$ cat src/rtl/mac_pkg.sv
// Shared MAC field layout and decoded-element type.
package mac_pkg;
  localparam int ACT_W    = 16;
  localparam int EXP_W    = 6;
  localparam int FRAC_W   = 9;
  localparam int MANT_W   = 10;
  localparam int SGN_BIT  = 15;
  localparam int EXP_MSB  = 14;
  localparam int EXP_LSB  = 9;
  localparam int FRAC_MSB = 8;
  localparam int FRAC_LSB = 0;

  typedef struct packed {
    logic              sgn;
    logic [EXP_W-1:0]  exp;
    logic [MANT_W-1:0] mant;
    logic              zero;
  } elem_t;
endpackage

$ cat src/rtl/act_unpack.sv
// Combinational activation decode; zero latency, no flow control.
// MAC_STG0_FTZ_EN flushes subnormals to zero, otherwise they decode with exponent 1.
module act_unpack
  import mac_pkg::*;
(
  input  logic [ACT_W-1:0] act,
  output elem_t            dec
);
  logic [EXP_W-1:0]  exp_f;
  logic [FRAC_W-1:0] frac_f;

  assign exp_f  = act[EXP_MSB:EXP_LSB];
  assign frac_f = act[FRAC_MSB:FRAC_LSB];

  always_comb begin
    dec = '0;
    if (exp_f != '0) begin
      dec.sgn  = act[SGN_BIT];
      dec.exp  = exp_f;
      dec.mant = {1'b1, frac_f};
    end else if (frac_f == '0) begin
      // Signed zero collapses to +0 with all fields cleared.
      dec.zero = 1'b1;
    end else begin
`ifdef MAC_STG0_FTZ_EN
      dec.zero = 1'b1;
`else
      dec.sgn  = act[SGN_BIT];
      dec.exp  = {{(EXP_W-1){1'b0}}, 1'b1};
      dec.mant = {1'b0, frac_f};
`endif
    end
  end
endmodule

$ cat src/rtl/mac_stg0.sv
// MAC stage 0: registered decode plus group counting and running max exponent; 1-cycle latency.
// i_inhibit freezes every register; subnormal handling set by MAC_STG0_FTZ_EN.
module mac_stg0
  import mac_pkg::*;
#(
  parameter int CNT_W = 4
) (
  input  logic                i_clk,
  input  logic                i_rst_n,
  input  logic                i_inhibit,
  input  logic                i_valid,
  input  logic [ACT_W-1:0]    i_act,
  input  logic [CNT_W-1:0]    i_grp_len,
  output logic                o_valid,
  output logic                o_sgn,
  output logic [EXP_W-1:0]    o_exp,
  output logic [MANT_W-1:0]   o_mant,
  output logic                o_zero,
  output logic                o_grp_last,
  output logic [EXP_W-1:0]    o_grp_max_exp,
  output logic [50:0]         o_transistor_num
);
  localparam logic [CNT_W:0] LEN_MAX = {1'b1, {CNT_W{1'b0}}};
  localparam logic [CNT_W:0] CNT_ONE = {{CNT_W{1'b0}}, 1'b1};

  elem_t            dec;
  logic             acc;
  logic             grp_start;
  logic             grp_last;
  logic [CNT_W:0]   cnt_q;
  logic [CNT_W:0]   cnt_nxt;
  logic [CNT_W:0]   len_q;
  logic [CNT_W:0]   len_eff;
  logic [EXP_W-1:0] max_q;
  logic [EXP_W-1:0] max_base;
  logic [EXP_W-1:0] max_nxt;

  act_unpack u_act_unpack (
    .act (i_act),
    .dec (dec)
  );

  assign acc       = i_valid & ~i_inhibit;
  assign grp_start = (cnt_q == '0);

  // Group length is captured on the first element; 0 encodes the full 2^CNT_W window.
  assign len_eff  = !grp_start ? len_q :
                    (i_grp_len == '0) ? LEN_MAX : {1'b0, i_grp_len};
  assign cnt_nxt  = cnt_q + CNT_ONE;
  assign grp_last = (cnt_nxt == len_eff);
  assign max_base = grp_start ? '0 : max_q;
  assign max_nxt  = (dec.exp > max_base) ? dec.exp : max_base;

  assign o_transistor_num = '0;

  always_ff @(posedge i_clk or negedge i_rst_n) begin
    if (!i_rst_n) begin
      o_valid       <= 1'b0;
      o_sgn         <= 1'b0;
      o_exp         <= '0;
      o_mant        <= '0;
      o_zero        <= 1'b0;
      o_grp_last    <= 1'b0;
      o_grp_max_exp <= '0;
      cnt_q         <= '0;
      len_q         <= '0;
      max_q         <= '0;
    end else if (acc) begin
      o_valid       <= 1'b1;
      o_sgn         <= dec.sgn;
      o_exp         <= dec.exp;
      o_mant        <= dec.mant;
      o_zero        <= dec.zero;
      o_grp_last    <= grp_last;
      o_grp_max_exp <= max_nxt;
      len_q         <= len_eff;
      cnt_q         <= grp_last ? '0 : cnt_nxt;
      max_q         <= grp_last ? '0 : max_nxt;
    end else if (!i_inhibit) begin
      o_valid       <= 1'b0;
    end
  end
endmodule

$ cat config.mk
export PLATFORM = sky130hd
export DESIGN_NAME = mac_stg0
export DESIGN_NICKNAME = d
export VERILOG_FILES = /design/src/rtl/mac_pkg.sv /design/src/rtl/act_unpack.sv /design/src/rtl/mac_stg0.sv
export SDC_FILE = /design/constraint.sdc
export NUM_CORES = 1
export LEC_CHECK = 0
export ABC_AREA = 1
export CORE_MARGIN = 2
export CORE_UTILIZATION = 45
export DETAILED_ROUTE_END_ITERATION = 10
export PLACE_DENSITY = 0.9
export SLEW_MARGIN = 20
export SYNTH_ARGS = -nofsm -noshare
export SYNTH_HDL_FRONTEND = slang
export SYNTH_SLANG_ARGS = --single-unit
$ cat constraint.sdc
create_clock -name i_clk -period 2.93 [get_ports i_clk]
set_input_delay 0.293 -clock i_clk [delete_from_list [all_inputs] [get_ports i_clk]]
set_output_delay 0.293 -clock i_clk [all_outputs]
set_load 0.02 [all_outputs]
# Word-level counts from Yosys, hierarchy flattened
# Index checks and enable logic that the tools add are counted.
[op_classes]
n_addsub = 1
order_cmp = 1
eq_ne = 2
n_mux = 12
bitwise_logic = 2
n_reduce_logical = 4
[op_table]
columns = ["operator", "count"]
rows = [
  ["two-way mux 17 bit", 2],
  ["two-way mux 6 bit", 3],
  ["two-way mux 5 bit", 3],
  ["logical NOT 9 bit", 1],
  ["> comparator 6 bit", 1],
  ["nonzero test 6 bit", 1],
  ["adder 5 x 1 -> 5 bit, second input constant", 1],
  ["equality test 5 bit", 1],
  ["logical NOT 5 bit", 1],
  ["logical NOT 4 bit", 1],
  ["two-way mux 1 bit", 4],
  ["inequality test 2 x 1 -> 1 bit, second input constant", 1],
  ["bitwise AND 1 bit", 1],
  ["inverter 1 bit", 1],
]
[totals]
register_bits = 42
inputBits = 24
out_inout_bits = 77
word_cells = 32

# Logic depth before layout (Yosys ltp)
[logic_depth]
ltp_word = 6
depth_mapped = 19
depth_no_buf = 19

# Modules after synthesis
# A second synthesis with hierarchy kept.
[hier_totals]
hier_cells = 394
area_unflattened_um2 = 2914.0
[by_module_without_submodules]
columns = ["mod", "n_inst", "cells_each", "area_per_inst_um2", "seq_area_each_um2"]
rows = [
  ["mac_stg0", 1, 360, 2735.1, 1051.0],
  ["act_unpack", 1, 34, 178.9, 0.0],
]

# Worst setup path before layout
# Ideal clock, no wire load.
[synth_timing]
kind = "register to register"
start = "reg cnt_q[0]"
end = "reg max_q[3]"
setup_ps = 65
arrival_time_ps = 2194
required_time_ps = 2865
path_slack_ps = 671
path_stages_with_launch = 18
n_path_buf = 0
synth_period_minus_slack_ps = 2259
path_cell_list = "dfrtp_1 inv_1 ha_1 nand2_1 nor2_8 nor2_1 inv_1 ha_1 nand2_1 nor2_1 nand2_1 nand3_1 nand2_1 nand2_1 nand2_1 nor2_1 nand2_2 nand2_2"
[synth_via]
elab_chain_cells = 5
elab_cells_between_ends = 8
cone_classes = "add/sub: 1; order compare: 1; eq/ne: 1; mux: 4; reduce/logical: 1"
[synth_rtl]
columns = ["element", "line", "rtl"]
rows = [
  ["start, declared", "mac_stg0.sv:30", "logic [CNT_W:0] cnt_q;"],
  ["start signal, assigned", "mac_stg0.sv:77", "cnt_q <= grp_last ? '0 : cnt_nxt;"],
  ["logical NOT 5 bit", "mac_stg0.sv:44", "assign grp_start = (cnt_q == '0);"],
  ["two-way mux 6 bit", "mac_stg0.sv:51", "assign max_base = grp_start ? '0 : max_q;"],
  ["> comparator 6 bit", "mac_stg0.sv:52", "assign max_nxt = (dec.exp > max_base) ? dec.exp : max_base;"],
  ["two-way mux 6 bit", "mac_stg0.sv:52", ""],
  ["two-way mux 6 bit (*)", "mac_stg0.sv:78", "max_q <= grp_last ? '0 : max_nxt;"],
  ["end signal, assigned", "mac_stg0.sv:78", ""],
  ["end, declared", "mac_stg0.sv:34", "logic [EXP_W-1:0] max_q;"],
]
# Mark *: on every way between the ends. The rest lies on a longest branch, timed or not.
# A chain may end at the register's enable or synchronous reset.

# Final worst setup path
[layout_timing]
start = "reg cnt_q[0]"
end = "reg max_q[2]"
# Same word-level chain as after synthesis.

==> impl_metrics.env <==
export IMPL_ios=101
export IMPL_grt_pass1_vias=2188
export IMPL_leakagePower_nw=1.709
export IMPL_place_hpwl_um=4246
export IMPL_fin_crit_sh=0.8901
export IMPL_path_class="reg -> reg"
export IMPL_via_per_inst=4.560
export IMPL_slowest_stage="dfrtp_1"
export IMPL_insertion_delay_ns=0.29
export IMPL_min_path_type="in -> async"
export IMPL_drc=0
export IMPL_cp_common_cell="nand2_1"
export IMPL_synth_ff_type="dfrtp_1"
export IMPL_clk_pin_slew_ns=0.08
export IMPL_synth_cell_types=24
export IMPL_setup_tns_ns=0
export IMPL_synth_top_area_frac=0.3784
export IMPL_die_area_um2=6817
export IMPL_syn_avg_cell_area_um2=7.407
export IMPL_ys_ff_latch=42
export IMPL_ys_warnings_count=0
export IMPL_drtPass1Iterations=4
export IMPL_cpPeakStageDelay_ns=0.45
export IMPL_syn_cell_area_um2=2778
export IMPL_hold_viol=0
export IMPL_vias=2248
export IMPL_die_h_um=82.57
export IMPL_fp_row_count=28
export IMPL_synth_area_leaders="dfrtp_1 (38%), nand2_1 (15%), buf_4 (14%)"
export IMPL_drive_gt1_frac=0.09809
export IMPL_cp_required_ns=3.16
export IMPL_fillers=568
export IMPL_rsz0062_at_grt="false"
export IMPL_whs_ns=0.1307
export IMPL_gp_congestion=0.8308
export IMPL_worst_clock_skew_ns=0.003949
export IMPL_irDropWorstVdd_mv=0.5800
export IMPL_dr_first_iter_drc_count=131
export IMPL_cts_tree="yes"
export IMPL_wl_um=5689
export IMPL_syn_instance_count=375
export IMPL_htreeDepth=2
export IMPL_synthArstFlopShare=1.000
export IMPL_outcome="finished, final reports clean"
export IMPL_synth_edf_count=0
export IMPL_wl_per_cell_um=11.54
export IMPL_antenna_found_initial=0
export IMPL_worstMarginPinSlew_ns=0.9203
export IMPL_final_nets=449
export IMPL_synth_most_common_cell="nand2_1"
export IMPL_coreArea_um2=5956
export IMPL_endpoint_kind="register"
export IMPL_port_buffers=49
export IMPL_totalPowerFinal_mw=2.756
export IMPL_critPathBufInv=2
export IMPL_maxSlewHeadroom=0.3865
export IMPL_slew_viol_final=0
export IMPL_crit_chain="inv_1 -> ha_1 -> nand2_1 -> nor2_8 -> nor2_1 -> inv_1 -> ha_1 -> nand2_1 -> nor2_1 -> nand2_1 -> nand3_1 -> nand2_2 -> nand2_1 -> nand2_1 -> nor2_1 -> nand2_2 -> nand2_2"
export IMPL_clock_path_buffers=2
export IMPL_synth_top_cell_by_area="dfrtp_1"
export IMPL_reg2reg_slack_ns=0.32
export IMPL_die_x_um=82.57
export IMPL_grt_ovfl_total=0
export IMPL_fin_util=0.5372
export IMPL_grt_usage=0.1811
export IMPL_post_cts_buffers=0
export IMPL_cts_root_buf="clkbuf_8"
export IMPL_power_density_nw_per_um2=861.3
export IMPL_antenna_cells=0
export IMPL_start_kind="register"
export IMPL_period_minus_slack_ns=2.608
export IMPL_max_cap_violations=0
export IMPL_initial_core_util=0.4664
export IMPL_setup_viol=0
export IMPL_fmax_mhz=383.4
export IMPL_critPathArrivalTime_ns=2.84
export IMPL_grt_max_degree=53
export IMPL_cts_sinks=42
export IMPL_synth_top_cells_by_count="nand2_1 (109), buf_4 (52), dfrtp_1 (42)"
export IMPL_critPathTopFamily="simple AND/OR/NAND/NOR gates"
export IMPL_ant_nets=0
export IMPL_cts_made_buffers=5
export IMPL_grt_pass1_wl_um=9508
export IMPL_synth_seq_area_share=0.3784
export IMPL_cp_max_fo=10
export IMPL_area_growth_pct=15.18
-- report_power, final --
group | internal (mW) | switching (mW)
sequential | 0.755 | 0.139
combinational | 0.523 | 0.892
clock | 0.251 | 0.196
total | 1.53 | 1.23
-- path summary, 6_finish.rpt --
kind,end,start,depth (start not counted)
worst max-delay path,max_q[2]$_DFFE_PN0P_,cnt_q[0]$_DFFE_PN0P_,17
worst min-delay path,o_grp_max_exp[3]$_DFFE_PN0P_,i_rst_n,1
worst max register to register,max_q[2]$_DFFE_PN0P_,cnt_q[0]$_DFFE_PN0P_,17
worst min register to register,o_exp[2]$_DFFE_PN0P_,o_exp[2]$_DFFE_PN0P_,2
max in group asynchronous,max_q[3]$_DFFE_PN0P_,i_rst_n,1
min in group i_clk,o_exp[2]$_DFFE_PN0P_,o_exp[2]$_DFFE_PN0P_,2
-- timing repair --
| action | 4_1_cts | 5_1_grt |
|---|---|---|
| endpoints found under the setup margin | 0 | 8 |
| hold buffers | 0 | 0 |
| resized for setup | 0 | 1 |
-- metrics by stage --
stage          std cells  setup WS [ns]  area [um^2]
2_1_floorplan        425         0.6710         2965
6_report             493         0.3219         3199
3_5_place_dp         485         0.2439         3088
4_1_cts              493         0.2589         3197
5_1_grt              493        0.04101         3199
3_3_place_gp         485         0.3259         3088
-- layout make-up --
cell class | count | area [um^2] | share of cell area
clock buffers | 5 | 68.82 | 0.02151
multi-input cells | 277 | 1294 | 0.4044
repair buffers | 50 | 493.0 | 0.1541
inverters | 41 | 158.9 | 0.04967
well taps | 75 | 93.84 | 0.02933
clock inverters | 3 | 40.04 | 0.01251
flip-flops and latches | 42 | 1051 | 0.3285
-- cell usage in the layout (no fill, tap or decap) --
cell,Yosys,layout
nand2_1,109,108
conb_1,1,51
clkdlybuf4s50_1,0,48
dfrtp_1,42,42
inv_1,40,40
nor2_1,33,33
nand2_2,23,24
nand3_1,21,21
o21ai_0,16,16
ha_1,8,8
clkbuf_8,1,5
nand4_1,3,3
nor2_2,3,3
nor2_8,2,2
a21oi_1,2,2
clkinv_2,0,2
inv_6,1,1
o21bai_1,1,1
nand2_4,1,1
xor2_1,1,1
a22oi_1,1,1
a22o_1,1,1
a31oi_1,1,1
bufinv_16,0,1
buf_2,0,1
buf_4,52,1
-- cells by family (layout without fill, tap and decap cells) --
family	Yosys count	after routing	synth area share
AOI/OAI and AO/OA	22	22	0.04325
xor gates and xnor gates	1	1	0.003154
adders and majority gates	8	8	0.03604
buffers and inverters	106	99	0.2243
DFF	42	42	0.3784
other	1	51	0.001350
and+or+nand+nor	195	195	0.3135
-- layer usage --
metal | up-vias | track usage | share of wire
met2 | 72 | 0.3032 | 0.51
met3 | 15 | 0.04891 | 0.052
met1 | 1047 | 0.2174 | 0.41
met5 | - | 0 | 0
met4 | 0 | 0.08197 | 0.020
li1 | 1114 | - | -
-- state kept, by name (all words and copies together), names as in the netlist --
| register | flops |
|---|---|
| cnt_q | 5 |
| len_q | 5 |
| max_q | 6 |
| o_exp | 6 |
| o_grp_last | 1 |
| o_grp_max_exp | 6 |
| o_mant | 10 |
| o_sgn | 1 |
| o_valid | 1 |
| o_zero | 1 |
Power figures use the tool's default switching activity.
